--- src/rtl/pc_seq_pkg.sv ---
// Shared definitions for the next-PC sequencer: FSM state type, default sizes,
// and the absolute-jump lookup table used when JUMP_LUT_EN is defined.
// No ports; imported by pc_sequencer and its testbench.
package pc_seq_pkg;

  localparam int D_DEF         = 12;
  localparam int RAS_DEPTH_DEF = 4;

  typedef enum logic [1:0] {
    IDLE = 2'd0,
    RUN  = 2'd1,
    HALT = 2'd2
  } state_e;

  // Absolute jump/call targets selected by imm[3:0] in the LUT build.
  localparam logic [D_DEF-1:0] JUMP_LUT [16] = '{
    12'h100, 12'h111, 12'h122, 12'h133, 12'h144, 12'h155, 12'h166, 12'h177,
    12'h188, 12'h199, 12'h1AA, 12'h1BB, 12'h1CC, 12'h1DD, 12'h1EE, 12'h1FF
  };

endpackage

--- src/rtl/pc_sequencer_if.sv ---
// Decoder/PC <-> sequencer bundle. Decoded control-flow fields and current PC in,
// reljump/absjump/target to the PC plus status flags out.
// master = decoder/PC side, slave = sequencer side.
interface pc_sequencer_if #(parameter int D = 12);

  logic         start;
  logic         stall;
  logic         halt_req;
  logic         br_rel;
  logic         br_abs;
  logic         call;
  logic         ret;
  logic         cond;
  logic [D-1:0] imm;
  logic [D-1:0] prog_ctr;
  logic         reljump;
  logic         absjump;
  logic [D-1:0] target;
  logic         busy;
  logic         done;
  logic         ras_ovf;
  logic         ras_udf;

  modport master (
    output start, stall, halt_req, br_rel, br_abs, call, ret, cond, imm, prog_ctr,
    input  reljump, absjump, target, busy, done, ras_ovf, ras_udf
  );

  modport slave (
    input  start, stall, halt_req, br_rel, br_abs, call, ret, cond, imm, prog_ctr,
    output reljump, absjump, target, busy, done, ras_ovf, ras_udf
  );

endinterface

--- src/rtl/pc_sequencer_ras_stack.sv ---
// Return-address stack: DEPTH entries of D bits, count register 0..DEPTH.
// Latency: push/pop take effect at the next edge; top_o is combinational from state.
// Ports: push_i/push_dat_i, pop_i, top_o, full_o, empty_o. Push while full and
// pop while empty are ignored here; the parent decides what that means.
module ras_stack #(
  parameter int D     = 12,
  parameter int DEPTH = 4
) (
  input  logic         clk,
  input  logic         rst_n,
  input  logic         push_i,
  input  logic [D-1:0] push_dat_i,
  input  logic         pop_i,
  output logic [D-1:0] top_o,
  output logic         full_o,
  output logic         empty_o
);

  localparam int AW = $clog2(DEPTH);
  localparam int CW = $clog2(DEPTH + 1);

  logic [D-1:0]  mem_q [DEPTH];
  logic [CW-1:0] cnt_q, cnt_d;

  assign full_o  = (cnt_q == CW'(DEPTH));
  assign empty_o = (cnt_q == '0);
  // Top entry sits just below the count; value is meaningless when empty.
  assign top_o   = mem_q[AW'(cnt_q - CW'(1))];

  always_comb begin
    cnt_d = cnt_q;
    if (push_i && !full_o)      cnt_d = cnt_q + CW'(1);
    else if (pop_i && !empty_o) cnt_d = cnt_q - CW'(1);
  end

  always_ff @(posedge clk or negedge rst_n) begin
    if (!rst_n) cnt_q <= '0;
    else        cnt_q <= cnt_d;
  end

  // Storage is deliberately not reset; only the count defines validity.
  always_ff @(posedge clk) begin
    if (push_i && !full_o) mem_q[AW'(cnt_q)] <= push_dat_i;
  end

endmodule

--- src/rtl/pc_sequencer.sv ---
// Next-PC controller: start/halt sequencing, stall-as-hold, branches, call/return via RAS.
// Latency: outputs combinational from registered state + inputs; PC updates next edge.
// No backpressure; stall holds PC. Ports: clk, reset (async active-low), bus (slave).
// Optional JUMP_LUT_EN: br_abs/call targets come from pc_seq_pkg::JUMP_LUT[imm[3:0]].
module pc_sequencer
  import pc_seq_pkg::*;
#(
  parameter int D         = D_DEF,
  parameter int RAS_DEPTH = RAS_DEPTH_DEF
) (
  input  logic          clk,
  input  logic          reset,
  pc_sequencer_if.slave bus
);

  state_e       state_q, state_d;
  logic         ovf_q, ovf_d;
  logic         udf_q, udf_d;
  logic         push, pop;
  logic         ras_full, ras_empty;
  logic [D-1:0] ras_top;
  logic [D-1:0] ret_addr;
  logic [D-1:0] abs_tgt;
  logic         rel_o, abs_o;
  logic [D-1:0] tgt_o;

  assign ret_addr = bus.prog_ctr + D'(1);

`ifdef JUMP_LUT_EN
  assign abs_tgt = D'(JUMP_LUT[bus.imm[3:0]]);
`else
  assign abs_tgt = bus.imm;
`endif

  ras_stack #(.D(D), .DEPTH(RAS_DEPTH)) u_ras (
    .clk        (clk),
    .rst_n      (reset),
    .push_i     (push),
    .push_dat_i (ret_addr),
    .pop_i      (pop),
    .top_o      (ras_top),
    .full_o     (ras_full),
    .empty_o    (ras_empty)
  );

  always_comb begin
    state_d = state_q;
    ovf_d   = ovf_q;
    udf_d   = udf_q;
    push    = 1'b0;
    pop     = 1'b0;
    // Default is "hold": reload the current PC.
    rel_o   = 1'b0;
    abs_o   = 1'b1;
    tgt_o   = bus.prog_ctr;
    case (state_q)
      IDLE: begin
        if (bus.start) state_d = RUN;
      end
      RUN: begin
        if (bus.halt_req) begin
          state_d = HALT;
        end else if (bus.stall) begin
          // hold; nothing else considered
        end else if (bus.ret) begin
          if (ras_empty) begin
            udf_d   = 1'b1;
            state_d = HALT;
          end else begin
            tgt_o = ras_top;
            pop   = 1'b1;
          end
        end else if (bus.call) begin
          tgt_o = abs_tgt;
          push  = 1'b1;
          // Jump is taken even when the return address cannot be saved.
          if (ras_full) ovf_d = 1'b1;
        end else if (bus.br_abs) begin
          tgt_o = abs_tgt;
        end else if (bus.br_rel && bus.cond) begin
          abs_o = 1'b0;
          rel_o = 1'b1;
          tgt_o = bus.imm;
        end else begin
          abs_o = 1'b0;
          tgt_o = '0;
        end
      end
      HALT: begin
        // only reset leaves HALT
      end
      default: state_d = IDLE;
    endcase
  end

  always_ff @(posedge clk or negedge reset) begin
    if (!reset) begin
      state_q <= IDLE;
      ovf_q   <= 1'b0;
      udf_q   <= 1'b0;
    end else begin
      state_q <= state_d;
      ovf_q   <= ovf_d;
      udf_q   <= udf_d;
    end
  end

  assign bus.reljump = rel_o;
  assign bus.absjump = abs_o;
  assign bus.target  = tgt_o;
  assign bus.busy    = (state_q == RUN);
  assign bus.done    = (state_q == HALT);
  assign bus.ras_ovf = ovf_q;
  assign bus.ras_udf = udf_q;

endmodule

--- src/flat_wrapper.sv ---
// flat-port wrapper written by rule: the top's interface ports become plain ports
module pc_sequencer_flat import pc_seq_pkg::*;
#(
  parameter int D         = D_DEF,
  parameter int RAS_DEPTH = RAS_DEPTH_DEF
)
  (clk, reset, bus_start, bus_stall, bus_halt_req, bus_br_rel, bus_br_abs, bus_call, bus_ret, bus_cond, bus_imm, bus_prog_ctr, bus_reljump, bus_absjump, bus_target, bus_busy, bus_done, bus_ras_ovf, bus_ras_udf);
  pc_sequencer_if #(.D(D)) bus_i ();
  input  logic clk;
  input  logic reset;
  input wire logic [$bits(bus_i.start)-1:0] bus_start;
  input wire logic [$bits(bus_i.stall)-1:0] bus_stall;
  input wire logic [$bits(bus_i.halt_req)-1:0] bus_halt_req;
  input wire logic [$bits(bus_i.br_rel)-1:0] bus_br_rel;
  input wire logic [$bits(bus_i.br_abs)-1:0] bus_br_abs;
  input wire logic [$bits(bus_i.call)-1:0] bus_call;
  input wire logic [$bits(bus_i.ret)-1:0] bus_ret;
  input wire logic [$bits(bus_i.cond)-1:0] bus_cond;
  input wire logic [$bits(bus_i.imm)-1:0] bus_imm;
  input wire logic [$bits(bus_i.prog_ctr)-1:0] bus_prog_ctr;
  output wire logic [$bits(bus_i.reljump)-1:0] bus_reljump;
  output wire logic [$bits(bus_i.absjump)-1:0] bus_absjump;
  output wire logic [$bits(bus_i.target)-1:0] bus_target;
  output wire logic [$bits(bus_i.busy)-1:0] bus_busy;
  output wire logic [$bits(bus_i.done)-1:0] bus_done;
  output wire logic [$bits(bus_i.ras_ovf)-1:0] bus_ras_ovf;
  output wire logic [$bits(bus_i.ras_udf)-1:0] bus_ras_udf;
  assign bus_i.start = bus_start;
  assign bus_i.stall = bus_stall;
  assign bus_i.halt_req = bus_halt_req;
  assign bus_i.br_rel = bus_br_rel;
  assign bus_i.br_abs = bus_br_abs;
  assign bus_i.call = bus_call;
  assign bus_i.ret = bus_ret;
  assign bus_i.cond = bus_cond;
  assign bus_i.imm = bus_imm;
  assign bus_i.prog_ctr = bus_prog_ctr;
  assign bus_reljump = bus_i.reljump;
  assign bus_absjump = bus_i.absjump;
  assign bus_target = bus_i.target;
  assign bus_busy = bus_i.busy;
  assign bus_done = bus_i.done;
  assign bus_ras_ovf = bus_i.ras_ovf;
  assign bus_ras_udf = bus_i.ras_udf;
  pc_sequencer #(.D(D), .RAS_DEPTH(RAS_DEPTH)) u_core (.clk(clk), .reset(reset), .bus(bus_i));
endmodule
--- config.mk ---
export PLATFORM = sky130hd
export DESIGN_NAME = pc_sequencer_flat
export DESIGN_NICKNAME = d
export VERILOG_FILES = /design/src/rtl/pc_seq_pkg.sv /design/src/rtl/pc_sequencer_if.sv /design/src/rtl/pc_sequencer_ras_stack.sv /design/src/rtl/pc_sequencer.sv /design/src/flat_wrapper.sv
export SDC_FILE = /design/constraint.sdc
export NUM_CORES = 1
export LEC_CHECK = 0
export ABC_CLOCK_PERIOD_IN_PS = 4500
export BUFFER_PORTS_ARGS = -buffer_cell sky130_fd_sc_hd__buf_4
export CAP_MARGIN = 20
export CORE_MARGIN = 2
export CORE_UTILIZATION = 59
export DETAILED_ROUTE_END_ITERATION = 12
export PLACE_DENSITY = 0.87
export REMOVE_ABC_BUFFERS = 1
export SLEW_MARGIN = 10
export SYNTH_ARGS = -nofsm -noshare
export SYNTH_HDL_FRONTEND = slang
export SYNTH_SLANG_ARGS = --single-unit
--- constraint.sdc ---
create_clock -name clk -period 4.5 [get_ports clk]
set_clock_uncertainty 0.15 [all_clocks]
set_input_delay 0.9 -clock clk [delete_from_list [all_inputs] [get_ports clk]]
set_output_delay 0.9 -clock clk [all_outputs]
set_load 0.01 [all_outputs]
# == Yosys cells after proc, flatten, opt, wreduce, memory -nomap -nowiden ==
# Memories as Yosys holds them, arrays and structs flattened.
# Cells that the tools add are included.
# totals
elab_cells,71
output_inout_bits,18
memories,1
reg_bits,7
input_bits,34
ramBits,48
# memory_table
memory,depth,width,rd,rd_clocked_by_memory_dff,wr,line,rtl
u_core.u_ras.mem_q,4,12,1,0,1,pc_sequencer_ras_stack.sv:22,logic [D-1:0] mem_q [DEPTH];
# op_classes
addsub,3
bitwise_logic,4
n_mux,41
reduce_logical,11
n_eq_ne,7
# ops
op,n
2-to-1 mux 12 bit,8
2-to-1 mux 1 bit,25
adder 12 x 1 -> 12 bit (second input constant),1
2-to-1 mux 2 bit,5
AND reduction 5 bit,2
2-to-1 mux 3 bit,2
inequality test 3 bit (second input constant),2
one-hot mux 2 bit (3 select lines),1
AND reduction 6 bit,1
inverter 1 bit,4
adder 3 x 1 -> 3 bit (second input constant),1
equality test 3 bit (second input constant),1
logical AND 1 bit,3
logical NOT 3 bit,1
inequality test 3 x 2 -> 1 bit (second input constant),1
subtractor 3 x 1 -> 3 bit (second input constant),1
equality test 2 x 1 -> 1 bit (second input constant),1
equality test 2 bit (second input constant),1
logical NOT 1 bit,2
logical NOT 2 bit,1
inequality test 2 bit (second input constant),1
nonzero test 2 bit,1

# == Longest topological paths before layout ==
# Gate-level depths: netlist (run 1).
# depth
word_depth,9
depth_mapped,8
ltp_nobuf,6

# == Cells and area by module ==
# Synthesis (run 1) repeated with hierarchy kept, for this count alone.
# unflattened
cells_unflattened,170
area_unflattened_um2,2715.1
# modules_own_cells
module,seq_area_each_um2,area_per_inst_um2,cells_per_inst,instances
ras_stack,1516.5,2047.0,94,1
pc_sequencer,100.1,668.1,76,1

# == Worst setup path after synthesis (run 1) ==
# OpenSTA, ideal clock, no wires.
# synth_path
path_type,input to output
from,input port bus_stall
to,output port bus_target[1]
stages,5
t_required_ns,3.450
slack_ns,1.524
arrival_ns,1.926
path_buffers,1
path_cell_list,nor4b_4 -> and2_4 -> buf_6 -> nor2_1 -> a211oi_1
# synth_via
elab_chain_len,3
# synth_lines
item,line,rtl
from (decl),flat_wrapper.sv:12,input wire logic [$bits(bus_i.stall)-1:0] bus_stall;
2-to-1 mux 12 bit,pc_sequencer.sv:63,end else if (bus.stall) begin
2-to-1 mux 12 bit,pc_sequencer.sv:61,if (bus.halt_req) begin
2-to-1 mux 12 bit,pc_sequencer.sv:56,case (state_q)
to (decl),flat_wrapper.sv:23,output wire logic [$bits(bus_i.target)-1:0] bus_target;
# No other way between the ends.

# == Worst setup path in the final report (run 1) ==
# layout_path
from,register u_core.u_ras.cnt_q[0]
to,output port bus_target[2]
# layout_via
elab_chain_len,7
word_cells_on_any_way,8
cone_classes,add/sub: 1; mux: 5; reduce/logical: 1; memory: 1
# layout_lines
item,line,rtl
from (decl),pc_sequencer_ras_stack.sv:23,"logic [CW-1:0] cnt_q, cnt_d;"
from (signal assigned),pc_sequencer_ras_stack.sv:38,else cnt_q <= cnt_d;
subtractor 3 x 1 -> 3 bit,--,
memory read (4 x 12 bit),--,
2-to-1 mux 12 bit *,pc_sequencer.sv:66,if (ras_empty) begin
2-to-1 mux 12 bit *,pc_sequencer.sv:65,end else if (bus.ret) begin
2-to-1 mux 12 bit *,pc_sequencer.sv:63,
2-to-1 mux 12 bit *,pc_sequencer.sv:61,
2-to-1 mux 12 bit *,pc_sequencer.sv:56,
# Mark *: on every way between the ends. The rest lies on a longest branch, timed or not.

==> results of run 1 <==
cell families after synthesis:
group | count (synthesis) | synth area share
AO/OA/AOI/OAI | 19 | 0.0523
XOR/XNOR | 12 | 0.0392
adder cells (fa/ha/maj) | 6 | 0.0280
buffers and inverters | 12 | 0.0271
flip-flops | 55 | 0.603
multiplexers | 13 | 0.105
AND/OR/NAND/NOR | 78 | 0.146
stage by stage:
step / hold slack [ps] / util
floorplan: 317 / -
global route: 233 / 0.734
global placement: 313 / 0.712
CTS: 240 / 0.734
finish: 243 / 0.734
detailed placement: 322 / 0.712
metal layers:
metal,global-route usage,up-vias
met4,0.0818,0
met1,0.304,862
li1,-,826
met5,0,-
met2,0.390,77
met3,0.0408,11
power by group:
group          switching, W  total, W  internal [W]
Clock              0.000160  0.000271      0.000111
Combinational      0.000236  0.000489      0.000253
Sequential        0.0000281  0.000616      0.000588
cell type report:
| cell class | count | area (sq um) | area share |
|---|---|---|---|
| inverters | 6 | 22.5 | 0.00705 |
| clock inverters | 3 | 23.8 | 0.00744 |
| multi-input cells | 128 | 992 | 0.311 |
| well taps | 52 | 65.1 | 0.0204 |
| flip-flops and latches | 55 | 1620 | 0.506 |
| repair buffers | 54 | 405 | 0.127 |
| clock buffers | 5 | 68.8 | 0.0215 |
sequential cells by signal (all words and copies together), names as in the netlist:
name	cells
u_core.bus.ras_ovf	1
u_core.bus.ras_udf	1
u_core.state_q	2
u_core.u_ras.cnt_q	3
u_core.u_ras.mem_q	48
how the worst min path moves through the flow:
stage,slack (ps),depth (start not counted),from,endpoint
CTS,240,1,reset,u_core.bus.ras_ovf
global route,230,1,reset,u_core.bus.ras_ovf
global placement,310,1,u_core.bus.ras_ovf,u_core.bus.ras_ovf
floorplan,320,1,u_core.u_ras.cnt_q[2],u_core.u_ras.cnt_q[2]
finish,240,1,reset,u_core.bus.ras_ovf
detailed placement,320,1,u_core.bus.ras_ovf,u_core.bus.ras_ovf
cell usage after synthesis, drive strengths merged:
cell type and number:
nor2b 1, a21oi 1, a211oi 12, nand3 4
nor2 35, dfrtp 7, nand4b 1, nand2 24
o21bai 3, a21boi 1, nand4 1, xor2 5
nand2b 2, and2 3, edfxtp 48, or4b 1
buf 4, and3 1, nor3 1, mux4 12
mux2i 1, or2 1, clkbuf 2, inv 6
ha 6, and4b 1, a22o 1, xnor2 7
nand3b 1, nor4b 1, o22ai 1
==> summary.md, run 1 <==
| Metric | Value |
|---|---|
| Vias in the first global route | 1740 |
| DR WL met3 | just under 400 microns |
| Via count | approximately 1800 |
| Crit path cell chain | buf_4, inv_1, ha_1, mux4_2, nor2_1, a211oi_1, buf_4 |
| H-tree depth | 2 |
| Detail-routed via count per cell | 5.86 |
| Total wire length | between 5000 and 6000 microns |
| Post-CTS setup buffers | 0 |
| CTS Buf Count | 5 |
| CP top delay family | adder cells |
| Placed Area | 3100 sq um |
| Iter 0 DRT Violations | 162 |
| Fin crit share | 0.810 |
| Reg2reg setup slack | around 2000 ps |
| Post-place setup slack | 1150 ps |
| Critical path data required time | 3450 ps |
| Slowest cell on crit path | ha_1 |
| Layout cells sized above 1 | 0.327 |
| Initial Util | 0.616 |
| Grt ovf | 0 |
| Final Hold Fails | 0 |
| Mapped cell area | 2680 sq um |
| Crit path top cell by count | buf_4 |
| Critical path origin | u_core.u_ras.cnt_q[0] |
| Finished Cell Area | 3190 sq um |
| Syn_area_per_cell | 13.8 sq um |
| Finished Layout Cells | between 300 and 400 |
| Worst skew pair latency | 300 ps |
| Commonest non-fill, non-tap cell in the layout | buf_4 |
| Final worst setup slack | 856 ps |
| HP Class | in -> async |
| DP Cell Count | 295 |
| Minimum clock period | around 3600 ps |
| Root buffer cell | clkbuf_8 |
| Top Ports | 52 |
| Post-CTS Resized | 0 |
| R2r worst-path depth | 7 |
| Die extent in x | 71.4 microns |
| Die Y-Extent | 71.4 microns |
| Leakage | 1.23 nW |
| Final setup viols | 0 |
| F_max | 274 MHz |
| Design Power | approximately 0.0014 W |
| Slew @ Worst Pin | about 660 ps |
| Clock tree from TritonCTS | yes |
| Critical path launch point type | flip-flop |
| Distinct cell type count after synthesis | 38 |
| Met1 WL | ~2200 microns |
| Largest net degree at the start of global routing | 19 |
| Crit-path max FO | 15 |
| DRC errors left | 0 |
| CP Capture Point | bus_target[2] |
| WS Path Type | reg -> out |
| Flops & latches, synth | 55 |
| Fin. max-slew vios | 0 |
| Top post-synthesis cells by area | edfxtp_1 (54%), mux4_2 (10%), dfrtp_1 (6.5%) |
| Synth top area share | 0.538 |
| Die area | 5100 sq um |
| Mapped Cells | 195 |
| Total power divided by cell area | approximately 430 nW/um^2 |
| Outcome | completed |
| Clk sinks | 55 |
| Area growth syn-to-layout | 19.1% |
| First-pass GRT wire length | 8590 microns |
| Gp weighted congestion | roughly 0.8 |
| WL per Instance | between 15 and 20 microns |
| Final HPWL DP | 3910 microns |
| Nets | a little under 300 |
| Met2 wire length | 2780 microns |
| Crit-path max cell delay | about 730 ps |
| # fillers | 277 |
| Synth warn | 0 |
| Number of cell rows | 24 |
| Seq/Total Area, Yosys | 0.603 |
| FF-to-FF End | u_core.u_ras.mem_q[3][11] |
| Hold Buf Count CTS | 0 |
| Largest area contributor in the netlist | edfxtp_1 |
| Top sig layer | met4 |
| Relative slew slack | 0.559 |
| Buffer and inverter count on the worst path | 3 |
| Detailed Routing Iterations Pass 1 | 4 |
| WP depth | 7 |
| Initial antenna violation count | 0 |
| PortBufs | 51 |
| Critical R2R Launch | u_core.u_ras.cnt_q[0] |
| CTS Buffer Depth | 2 |
| Worst EP arrival | roughly 2600 ps |
| Core Box Area | 4350 sq um |
| CP endpoint kind | primary output |
| Ant diodes | 0 |
| Post-route ant nets | 0 |
| Maximum VDD drop | 253 uV |
| Total track usage | 0.231 |
| Total of max-cap violations | 0 |
| Setup TNS | 0 ps |
| Most frequent cells in the layout | buf_4 (54), edfxtp_1 (48), nor2_1 (33) |
| Clock transition at path regs | 90 ps |
| RSZ-0062 raised after global routing | no |
Power figures use the tool's default switching activity.
==> inputs of run 2 (changes only) <==
Settings changed: ABC_AREA set to 1, ABC_CLOCK_PERIOD_IN_PS 4500 to 3000, CORE_UTILIZATION 59 to 50, PLACE_DENSITY 0.87 to 0.79.
Clock period 4.5 ns to 3 ns, I/O delays scaled along.
==> run 2 against run 1 <==
Against the previous run:
- global-route usage fell by 0.69 points
- utilization down 11 points
- worst hold slack improved by 94 ps
- final cell count increased by 43%
- clock power up 47%
- critical path depth grew 2
- final area grew 7.6%
- setup slack got worse by 650 ps
- sequential power is 35% higher
- sequential share of layout area down 3.6 points
- critical path type unchanged
- largest cell class unchanged
==> summary.md, run 2 <==
| Metric | Value |
|---|---|
| Crit-path max FO | 14 |
| Commonest cells in the netlist | nand2_1 (65), nor2_1 (56), edfxtp_1 (48) |
| Reg2reg setup slack | a little under 1000 ps |
| Total wire length | 6650 microns |
| Fin crit share | 0.930 |
| Critical path data required time | 2250 ps |
| Largest area contributor in the netlist | edfxtp_1 |
| Hold path start | u_core.bus.ras_udf |
| Commonest non-fill, non-tap cell in the layout | nand2_1 |
| First-pass GRT wire length | 10700 microns |
| Leakage | 1.49 nW |
| Area growth syn-to-layout | 20.4% |
| Clock transition at path regs | roughly 100 ps |
| Minimum clock period | roughly 2800 ps |
| Seq/Total Area, Yosys | 0.566 |
| Mapped Cells | around 310 |
| H-tree depth | 2 |
| Mapped cell area | 2850 sq um |
| Iter 0 DRT Violations | 219 |
| Most frequent cells in the layout | nand2_1 (65), buf_4 (59), nor2_1 (55) |
| Hold path cells | 1 |
| Placed Area | 3320 sq um |
| Grt ovf | 0 |
| Detail-routed via count per cell | 5.25 |
| Core Box Area | between 5000 and 6000 sq um |
| EDFF count, synth | 48 |
| Synth top area share | 0.505 |
| Initial Util | 0.518 |
| Fin. max-slew vios | 0 |
| DRC errors left | 0 |
| Total of max-cap violations | 0 |
| Die area | 6330 sq um |
| Worst skew pair latency | 310 ps |
| Distinct cell type count after synthesis | 28 |
| Setup TNS | 0 ps |
| Total power divided by cell area | a little under 400 nW/um^2 |
| Main synth FF type | edfxtp_1 |
| Slew @ Worst Pin | around 510 ps |
| Clock tree from TritonCTS | yes |
| Final setup viols | 0 |
| Relative slew slack | 0.660 |
| Worst EP arrival | approximately 2000 ps |
| RSZ-0062 raised after global routing | no |
| Post-CTS setup buffers | 0 |
| Critical R2R Launch | u_core.u_ras.cnt_q[1] |
| Flops & latches, synth | 55 |
| Post-route ant nets | 0 |
| Count leader, synth | nand2_1 |
| Layout cells sized above 1 | 0.238 |
| HP Class | reg -> reg |
| Number of cell rows | 27 |
| Finished Cell Area | around 3400 sq um |
| Max FFs per register | 48 |
| Ant diodes | 0 |
| # fillers | ~460 |
| Regs by FF count | u_core.u_ras.mem_q x48, u_core.u_ras.cnt_q x3, u_core.state_q x2 |
| Ys async rst share | 0.127 |
| Largest net degree at the start of global routing | 28 |
| F_max | 358 MHz |
| Synth warn | 0 |
| CTS Buffer Depth | 2 |
| Initial antenna violation count | 0 |
| Maximum VDD drop | 262 uV |
| Die Y-Extent | 79.6 microns |
| Die extent in x | 79.6 microns |
| Hold endpoint | u_core.bus.ras_udf |
| Nets | 401 |
| Top Ports | 52 |
| PortBufs | around 50 |
| CTS Buf Count | 5 |
| Root buffer cell | clkbuf_8 |
| WS Path Type | reg -> out |
| Syn_area_per_cell | 9.36 sq um |
| Total track usage | 0.224 |
| FF-to-FF End | u_core.u_ras.mem_q[1][1] |
| Top post-synthesis cells by area | edfxtp_1 (51%), nand2_1 (8.5%), nor2_1 (7.4%) |
| Detailed Routing Iterations Pass 1 | 4 |
| Vias in the first global route | 2257 |
| R2r worst-path depth | 6 |
| Reg with most FFs | u_core.u_ras.mem_q |
| Outcome | completed |
| CP endpoint kind | primary output |
| WL per Instance | approximately 15 microns |
| Via count | 2277 |
| Final HPWL DP | 4640 microns |
| Critical path launch point type | flip-flop |
| Clk sinks | 55 |
| Final Hold Fails | 0 |
| Gp weighted congestion | 0.839 |
## run 2: power by group
| group | switching, W | internal [W] |
|---|---|---|
| Sequential | 0 | 0.000834 |
| Clock | 0.000234 | 0.000164 |
| Combinational | 0.0000604 | 0.0000538 |
## run 2: routing by layer
metal  track usage  routed length, microns  up-vias
met5             0                       0        -
met2         0.397                    3410       73
met1         0.272                    2690     1071
li1              -                       -     1123
met3        0.0283                     426       10
met4        0.0966                     116        0
## run 2: cells by family after synthesis
group | synth area share
and+or+nand+nor | 0.233
DFF | 0.566
AOI/OAI and AO/OA | 0.0864
adders and majority gates | 0.0263
buffers and inverters | 0.0539
xor gates and xnor gates | 0.0338
## run 2: worst max path at each step
stage | startpoint | endpoint | slack (ps) | cells after the start
finish | u_core.u_ras.cnt_q[1] | bus_target[11] | 210 | 9
floorplan | u_core.u_ras.cnt_q[0] | bus_target[11] | 120 | 8
global route | u_core.u_ras.cnt_q[1] | bus_target[11] | 50 | 9
CTS | u_core.u_ras.cnt_q[1] | bus_target[6] | 160 | 7
detailed placement | bus_stall | bus_target[6] | 420 | 8
global placement | bus_stall | bus_target[1] | 470 | 7
## run 2: cell type report
cell class                      instances  area (sq um)  share of cell area
Sequential cell                        55          1620               0.470
Multi-Input combinational cell        215          1100               0.320
Timing Repair Buffer                   60           453               0.132
Inverter                               24          93.8              0.0273
Tap cell                               72          90.1              0.0262
Clock buffer                            6          72.6              0.0211
Clock inverter                          2          12.5             0.00364
## run 2: worst max-delay path, cell delays in order, from the launching register on
cell        delay [ps]
dfrtp_1            400
inv_1              130
ha_4               310
clkinvlp_4         250
nand3_1            170
nand2_1             70
nand2_1             50
nor2_1              40
nor3_1             150
buf_4              160
## run 2: metrics by stage
stage	power, W	instances	utilization	worst slack, ps	hold WS, ps
after floorplan	0.000893	294	-	120	154
after global placement	0.000960	425	0.603	472	270
after detailed placement	0.000963	425	0.603	416	271
after CTS	0.00135	434	0.621	157	346
after global routing	0.00139	434	0.624	53.5	373
final	0.00135	434	0.624	210	337
## run 2: repair_timing
item / in CTS / in global routing
hold buffers: 1 / 0
setup endpoints to repair: 0 / 9
resized for setup: 0 / 3
endpoints found under the hold margin: 7 / 0
